**config.mk**
```make
export PLATFORM = sky130hd
export DESIGN_NAME = mem_port_arbiter
export DESIGN_NICKNAME = d
export VERILOG_FILES = /design/src/rtl/mem_arb_pkg.sv /design/src/rtl/mem_arb_grant.sv /design/src/rtl/mem_port_arbiter.sv
export SDC_FILE = /design/constraint.sdc
export NUM_CORES = 1
export LEC_CHECK = 0
export CAP_MARGIN = 20
export CORE_ASPECT_RATIO = 0.5
export CORE_MARGIN = 3
export CORE_UTILIZATION = 45
export DETAILED_ROUTE_END_ITERATION = 10
export PLACE_DENSITY = 0.84
export SLEW_MARGIN = 30
export SYNTH_ARGS = -nofsm -noshare
export SYNTH_HDL_FRONTEND = slang
export SYNTH_SLANG_ARGS = --single-unit
```
**constraint.sdc**
```tcl
create_clock -name clk -period 7.3 [get_ports clk]
set_input_delay 0.73 -clock clk [delete_from_list [all_inputs] [get_ports clk]]
set_output_delay 0.73 -clock clk [all_outputs]
set_load 0.01 [all_outputs]
```
**src/rtl/mem_arb_pkg.sv**
```systemverilog
// mem_arb_pkg: shared encodings and constants for the instruction/data memory port arbiter.
package mem_arb_pkg;

   typedef logic [1:0] owner_t;

   localparam logic ST_IDLE = 1'b0;
   localparam logic ST_WAIT = 1'b1;

   localparam owner_t OWN_NONE = 2'd0;
   localparam owner_t OWN_I    = 2'd1;
   localparam owner_t OWN_D    = 2'd2;

   localparam logic [3:0]  MASK_ALL      = 4'b1111;
   localparam logic [31:0] TIMEOUT_RDATA = 32'h0;

endpackage

```
**src/rtl/mem_arb_grant.sv**
```systemverilog
// mem_arb_grant: combinational owner select, data over instruction by default;
// ARB_ROUND_ROBIN_EN breaks ties against the previous owner instead.
module mem_arb_grant
   import mem_arb_pkg::*;
(
   output logic [1:0] grant,
   input  logic       i_req,
`ifdef ARB_ROUND_ROBIN_EN
   input  logic       d_req,
   input  logic [1:0] last_owner
`else
   input  logic       d_req
`endif
);

`ifdef ARB_ROUND_ROBIN_EN
   assign grant = (i_req && d_req) ? (last_owner == OWN_D ? OWN_I : OWN_D) :
                  d_req ? OWN_D : i_req ? OWN_I : OWN_NONE;
`else
   assign grant = d_req ? OWN_D : i_req ? OWN_I : OWN_NONE;
`endif

endmodule

```
**src/rtl/mem_port_arbiter.sv**
```systemverilog
// mem_port_arbiter: shares one memory_top between fetch and load/store ports with a WAIT watchdog.
// Optional ARB_ROUND_ROBIN_EN swaps fixed data priority for tie alternation.
module mem_port_arbiter
   import mem_arb_pkg::*;
#(
   parameter int ADDR_W      = 8,
   parameter int DATA_W      = 32,
   parameter int TIMEOUT_CYC = 16
) (
   input  logic              clk,
   input  logic              rst,
   input  logic              i_req,
   input  logic [ADDR_W-1:0] i_addr,
   output logic              i_valid,
   output logic [DATA_W-1:0] i_rdata,
   input  logic              d_req,
   input  logic              d_we_re,
   input  logic [3:0]        d_mask,
   input  logic [ADDR_W-1:0] d_addr,
   input  logic [DATA_W-1:0] d_wdata,
   output logic              d_valid,
   output logic [DATA_W-1:0] d_rdata,
   output logic              mem_request,
   output logic              mem_we_re,
   output logic [3:0]        mem_masking,
   output logic [ADDR_W-1:0] mem_address,
   output logic [DATA_W-1:0] mem_w_data,
   input  logic              mem_valid,
   input  logic [DATA_W-1:0] mem_r_data,
   output logic              busy,
   output logic              timeout_err
);

   localparam int CW = TIMEOUT_CYC > 0 ? $clog2(TIMEOUT_CYC + 1) : 1;
   localparam logic [CW-1:0] TERM = CW'(TIMEOUT_CYC > 0 ? TIMEOUT_CYC - 1 : 0);

   logic              state;
   logic [1:0]        owner;
   logic [1:0]        grant;
   logic [CW-1:0]     cnt;
   logic              abort;
   logic              done;
   logic              take;
   logic [DATA_W-1:0] rdata_n;

`ifdef ARB_ROUND_ROBIN_EN
   logic [1:0] last_owner;

   // Reset to instr so the very first tie goes to the data port.
   always_ff @(posedge clk or posedge rst)
      if (rst) last_owner <= OWN_I;
      else if (take) last_owner <= grant;

   mem_arb_grant u_grant (
      .grant      (grant),
      .i_req      (i_req),
      .d_req      (d_req),
      .last_owner (last_owner)
   );
`else
   mem_arb_grant u_grant (
      .grant (grant),
      .i_req (i_req),
      .d_req (d_req)
   );
`endif

   // Abort fires on the last permitted WAIT cycle, so the counter never reaches wrap.
   assign abort   = TIMEOUT_CYC != 0 && cnt == TERM && !mem_valid;
   assign done    = state == ST_WAIT && (mem_valid || abort);
   assign take    = state == ST_IDLE && grant != OWN_NONE;
   assign rdata_n = mem_valid ? mem_r_data : DATA_W'(TIMEOUT_RDATA);

   assign mem_request = state == ST_WAIT;
   assign busy        = state != ST_IDLE;

   always_ff @(posedge clk or posedge rst)
      if (rst) begin
         state       <= ST_IDLE;
         owner       <= OWN_NONE;
         cnt         <= '0;
         mem_we_re   <= 1'b0;
         mem_masking <= '0;
         mem_address <= '0;
         mem_w_data  <= '0;
         i_valid     <= 1'b0;
         d_valid     <= 1'b0;
         i_rdata     <= '0;
         d_rdata     <= '0;
         timeout_err <= 1'b0;
      end else begin
         i_valid <= done && owner == OWN_I;
         d_valid <= done && owner == OWN_D;
         if (take) begin
            state       <= ST_WAIT;
            owner       <= grant;
            cnt         <= '0;
            mem_we_re   <= grant == OWN_D && d_we_re;
            mem_masking <= grant == OWN_D ? d_mask : MASK_ALL;
            mem_address <= grant == OWN_D ? d_addr : i_addr;
            mem_w_data  <= grant == OWN_D ? d_wdata : '0;
         end else if (done) begin
            state <= ST_IDLE;
            owner <= OWN_NONE;
            if (owner == OWN_I) i_rdata <= rdata_n;
            else d_rdata <= rdata_n;
            if (!mem_valid) timeout_err <= 1'b1;
         end else if (state == ST_WAIT && TIMEOUT_CYC != 0) begin
            cnt <= cnt + 1'b1;
         end
      end

endmodule

```
---- Word-level counts from Yosys, hierarchy flattened ----
Cells that the tools add are included.
operators by class
  bitwise operators ....................... 4
  reductions and logical operators ........ 15
  shifts and indexed selects .............. 0
  order comparisons ....................... 0
  muxes and demuxes ....................... 13
  multiply operators ...................... 0
  $add $sub $neg .......................... 1
  div/mod/pow operators ................... 0
  eq/ne operators ......................... 5
operators with widths
  cell                                                                      number
  32-bit two-way mux                                                        2
  5-bit two-way mux                                                         3
  3-bit AND reduction                                                       3
  8-bit two-way mux                                                         1
  1-bit logical AND                                                         6
  2-bit two-way mux                                                         3
  2-bit nonzero test                                                        3
  5-bit by 1-bit adder with 5-bit output (second input constant)            1
  5-bit by 4-bit equality test with 1-bit output (second input constant)    1
  2-bit equality test (second input constant)                               2
  4-bit two-way mux                                                         1
  1-bit NOT                                                                 4
  1-bit two-way mux                                                         3
  2-bit by 1-bit equality test with 1-bit output (second input constant)    1
  2-bit by 1-bit inequality test with 1-bit output (second input constant)  1
  2-bit AND reduction                                                       1
  1-bit logical NOT                                                         1
  1-bit logical OR                                                          1
storage, ports and cells
  memory bits (read-only) ................. 0
  input bits .............................. 90
  latch bits .............................. 0
  word-level logic and storage cells ...... 50
  output and inout bits ................... 114
  register bits after elaboration ......... 120
  memories kept ........................... 0
  memory bits (writable) .................. 0

---- Depth between registers and ports, before layout ----
  word-level depth ........................ 6
  gate-level depth with buffers ........... 7

---- Hierarchy ----
Synthesis repeated with hierarchy kept, for this count alone.
second synthesis, totals
  cells, all modules ...................... 340
  area, all modules ....................... 4754.6 um^2
modules (own cells, without submodules)
  module            area each (um^2)  times used  cells an instance  seq. area each (um^2)
  mem_port_arbiter  4733.3            1           338                3002.9
  mem_arb_grant     21.3              1           2                  0.0

---- Worst setup path before layout ----
OpenSTA, ideal clock, no wires.
  kind .................................... reg2reg
  start ................................... reg cnt[0]
  end ..................................... reg cnt[3]
  setup time .............................. 77 ps
  slack ................................... 5308 ps
  buffers on the path ..................... 1
  data required time ...................... 7223 ps
  arrival ................................. 1914 ps
  stages on the path, launching flop included .. 8
  cells stage by stage .................... dfrtp_1 ha_1 and3_1 ha_1 or3b_1 buf_6 or3_1 a21oi_1
on the way
  word-level cells in the longest chain between the ends .. 6
ends and longest elaborated chain
  element                                                                         line                     source
  start, declared                                                                 mem_port_arbiter.sv:40   logic [CW-1:0] cnt;
  start signal, assigned                                                          mem_port_arbiter.sv:109  cnt <= cnt + 1'b1;
  branches (longest 6 deep; another with 5-bit by 1-bit adder with 5-bit output)  n/a
Several ways; the timed one is not identified. The select of a mux whose other input is x is not followed.
A chain may end at the register's enable or synchronous reset.

---- Worst setup path after layout ----
  start ................................... in mem_valid
  end ..................................... reg i_rdata[5]
on the way
  word-level cells in the longest chain between the ends .. 5
ends and longest elaborated chain
  element                        line                     source
  start, declared                mem_port_arbiter.sv:28   input logic mem_valid,
  1-bit logical NOT              n/a
  1-bit logical AND              mem_port_arbiter.sv:69   assign abort = TIMEOUT_CYC != 0 && cnt == TERM && !mem_valid;
  1-bit logical OR               mem_port_arbiter.sv:70   assign done = state == ST_WAIT && (mem_valid || abort);
  1-bit logical AND              mem_port_arbiter.sv:70
  3-bit AND reduction (no line)  n/a
  end signal, assigned           mem_port_arbiter.sv:105  if (owner == OWN_I) i_rdata <= rdata_n;
  end, declared                  mem_port_arbiter.sv:15   output logic [DATA_W-1:0] i_rdata,
Parallel ways exist; a longest one is shown, timed or not.

==> results.txt <==
The post-route cell area is 7510 µm². The worst register-to-register path ends at i_rdata[5]$_DFFE_PP0P_. Setup repair after global routing left no endpoint under its margin.

For the total number of vias, the log shows 3459. The routed design has 12000 µm of wire. During synthesis, Yosys emitted a total of 0 warnings. For the pin with the worst max-slew slack, the measured transition is 0.760 ns. TritonCTS built the clock tree.

The total setup violations reported at the end of the flow was 0. The hold path depth is 1. For flop-to-flop paths, the worst setup slack is 4.83 ns. The min-delay analysis places its worst path in the category flip-flop to flip-flop. The antenna diode count was 0; the minimum period implied by the final worst setup slack was 2.70 ns.

The run gives 4 as the number of levels in the clock H-tree. The core region area was 9850 µm². For the number of rows in the core area, the log shows 25. The count of nets left with antenna violations once routing finished came out at 0. The net count of the mapped netlist was 431. Across the routed clock network, the largest skew measured is 0.00642 ns.

The peak supply drop came out at 192 µV. The detail-routed net length per standard cell works out to 17.3 µm. The tools report the end of the worst hold path as timeout_err$_DFFE_PP0P_. In this run, post-CTS repair resized a total of 0 instances. For the clock network power share, the log shows 0.293.

Detailed placement finished with a half-perimeter wire length of 8220 µm. The worst setup path is of the primary input to flip-flop kind. The fraction of registers with async set or reset after synthesis came out at 1.00. The biggest area contributor in the post-synthesis netlist is dfrtp_1. Counting instances in the post-synthesis netlist gives the leading cell types as 120 x dfrtp_1, 60 x mux2_2, 33 x a22o_1.

The final max-slew violation count was 0. For the residual overflow from global routing, the log shows 0. The register clock-pin slew on the reported worst setup and hold paths is 0.05 ns. For the final routed database, the setup TNS stands at 0 ns. The launch point of the worst reg-to-reg path is cnt[0]$_DFFE_PP0P_.

The tools report the required time of the critical path as 7.58 ns. For this run, the leading register cell type out of synthesis is dfrtp_1. In the routed design, unresolved DRC markers number 0.

The clock passes through at most 2 buffers. The tools report the startpoint class of the critical path as a primary input. The number of I/O pins is 204, and the internal power component is 0.00192 W.

The area of placed instances is 6950 µm², and the number of synthesized flops with an enable pin is 0. The tool flagged a number of max-cap violations equal to 0. By area the synthesized netlist is led by dfrtp_1 63%, mux2_2 14%, a22o_1 6.1%. The run gives 3748 as the number of global-route vias before repair. For the clock sink total, the log shows 120. The post-synthesis cell type count came out at 33. In this run the most critical hold path is launched from timeout_err$_DFFE_PP0P_. The clock tree root buffer cell was clkbuf_16. The effective utilization at floorplan is 0.482.

The net load switching power is 0.000734 W, and the number of nets in the final layout is 637. The proportion of netlist area held by the largest area contributor came out at 0.632. Clock tree synthesis inserted a total of 17 buffers. For the part of the power in registers, the log shows 0.374. The number of antenna violations at the first check in global routing is 0, and the horizontal die dimension is 151 µm. Across all setup checks in the final design, the least slack found is 4.60 ns. The via-per-instance ratio works out to 4.99.

The run gives 0 as the post-CTS setup buffer count. Share of the yosys chip area belonging to registers: 0.632. The die is 78.7 µm tall. The upper clock frequency limit is 371 MHz, and the count of buffers inserted at the top-level ports is 203. The design draws 0.00266 W. The top fanout value on the critical path is 36.

The cell count after synthesis came out at 339. In this run the static leakage power is 3.33 nW. Worst-case headroom to the max-slew limit: 0.492. The number of flip-flops and latches in the synthesized netlist is 120.

The first routing iteration left 133 violations. Data on the critical path arrives at its endpoint at 2.98 ns. The global routing usage summed across all routing layers is 0.206, and the final period utilization is 0.370. Endpoint kind of the worst setup timing path: a flip-flop. The ratio of total power to cell area is 353 nW/µm². The run finished with clean final reports. The part of the power in combinational logic is 0.333. The fraction of final layout cells sized beyond drive strength 1 works out to 0.179.

The cell depth of the worst flop-to-flop path is 7. The area growth from synthesis to layout is 58.2%. The number of hold-slack violations in the final timing report came out at 0.

The most frequently used cell type in the post-synthesis netlist was dfrtp_1. The switching portion of total power works out to 0.276. For this run, the detailed router's first-pass iteration total came to 4. Entering global routing, the biggest net connects 76 pins.

The synthesized area per cell came out at 14.0 µm². The tools report the number of buffers inserted by hold repair at cts as 0. The cell area that synthesis handed to floorplanning was 4750 µm². The layout has 649 filler cells.

The run gives 4.16 ns as the post-place setup slack. The weighted congestion at the end of routability-driven global placement was 0.759; the clock latency on the worst-skew pair was 0.40 ns. The wire length of the first global-routing pass was 18900 µm. The area of the die is 11900 µm².
per-layer routing:
| layer | wire, µm | up-vias | track usage |
|---|---|---|---|
| met4 | 246 | 0 | 0.0832 |
| met2 | 6110 | 106 | 0.352 |
| met5 | 0 | - | 0 |
| met1 | 4880 | 1713 | 0.243 |
| li1 | - | 1618 | - |
| met3 | 742 | 22 | 0.0629 |
power by group through the flow:
stage	logic, W	registers [W]	clock network [W]
6_report	0.000884	0.000994	0.000779
5_1_grt	0.000945	0.00102	0.000820
4_1_cts	0.000899	0.000996	0.000791
3_5_place_dp	0.000892	0.000999	0
3_3_place_gp	0.000861	0.000996	0
2_1_floorplan	0.000266	0.00108	0
worst max path at each step:
stage / from / end / slack [ns] / depth (start not counted)
finish: mem_valid / i_rdata[5]$_DFFE_PP0P_ / 4.60 / 6
global route: mem_valid / i_rdata[27]$_DFFE_PP0P_ / 4.45 / 6
CTS: mem_valid / i_rdata[5]$_DFFE_PP0P_ / 4.59 / 6
detailed placement: mem_valid / i_rdata[5]$_DFFE_PP0P_ / 4.16 / 6
global placement: mem_valid / d_rdata[31]$_DFFE_PP0P_ / 4.15 / 5
floorplan: rst / busy$_DFFE_PP0P_ / 3.38 / 1
cell families (layout without fill, tap and decap cells):
group                      count (synthesis)  after routing  share of synthesized area
AOI/OAI and AO/OA                         58             58                     0.0935
adders and majority gates                  2              2                    0.00527
buffers and inverters                     28            247                     0.0284
DFF                                      120            120                      0.632
muxes                                     72             72                      0.169
and+or+nand+nor                           59             59                     0.0722
cell usage in the layout, fill, tap and decap left out, types with 2 or more instances in the layout:
cell type | synthesis | final
buf_16 | 0 | 2
a22o_1 | 33 | 33
nand3_1 | 3 | 3
and2_1 | 32 | 32
mux2i_1 | 8 | 8
clkinv_2 | 0 | 3
mux2_2 | 60 | 60
or3_1 | 2 | 2
ha_1 | 2 | 2
o21ai_0 | 11 | 11
clkbuf_16 | 0 | 17
o22a_1 | 4 | 4
buf_4 | 5 | 3
nand2_1 | 12 | 12
a21oi_1 | 3 | 3
clkinvlp_4 | 0 | 3
clkbuf_1 | 12 | 4
o22ai_1 | 2 | 2
clkdlybuf4s50_1 | 0 | 203
dfrtp_1 | 120 | 120
mux2_1 | 4 | 4
clkbuf_8 | 0 | 4
inv_1 | 6 | 5
nor2_1 | 3 | 3
final cells by class:
| cell class | count | area [µm²] | share of cell area |
|---|---|---|---|
| Sequential cell | 120 | 3000 | 0.400 |
| Timing Repair Buffer | 209 | 2120 | 0.282 |
| Multi-Input combinational cell | 191 | 1630 | 0.217 |
| Clock buffer | 25 | 495 | 0.0659 |
| Tap cell | 135 | 169 | 0.0225 |
| Clock inverter | 7 | 67.6 | 0.00899 |
| Inverter | 6 | 25.0 | 0.00333 |
per-stage QoR:
stage                     utilization  std cells  hold WS, ns
final                           0.763        693        0.470
after global routing            0.763        693        0.495
after CTS                       0.762        693        0.475
after detailed placement        0.705        661        0.460
after global placement          0.700        659        0.455
after floorplan                     -        339        0.476
worst max-delay path, cell delays in order:
cell	delay (ns)
clkdlybuf4s50_1	0.45
buf_4	0.31
o21ai_1	0.24
nor3b_4	0.41
buf_4	0.43
mux2_2	0.39
state kept, by name, summed over array words and instances, names as in the netlist:
signal	flops
mem_masking	4
timeout_err	1
busy	1
i_rdata	32
mem_we_re	1
mem_w_data	32
mem_address	8
d_valid	1
d_rdata	32
cnt	5
i_valid	1
owner	2
Note: power is estimated with default switching activity, not from simulation.
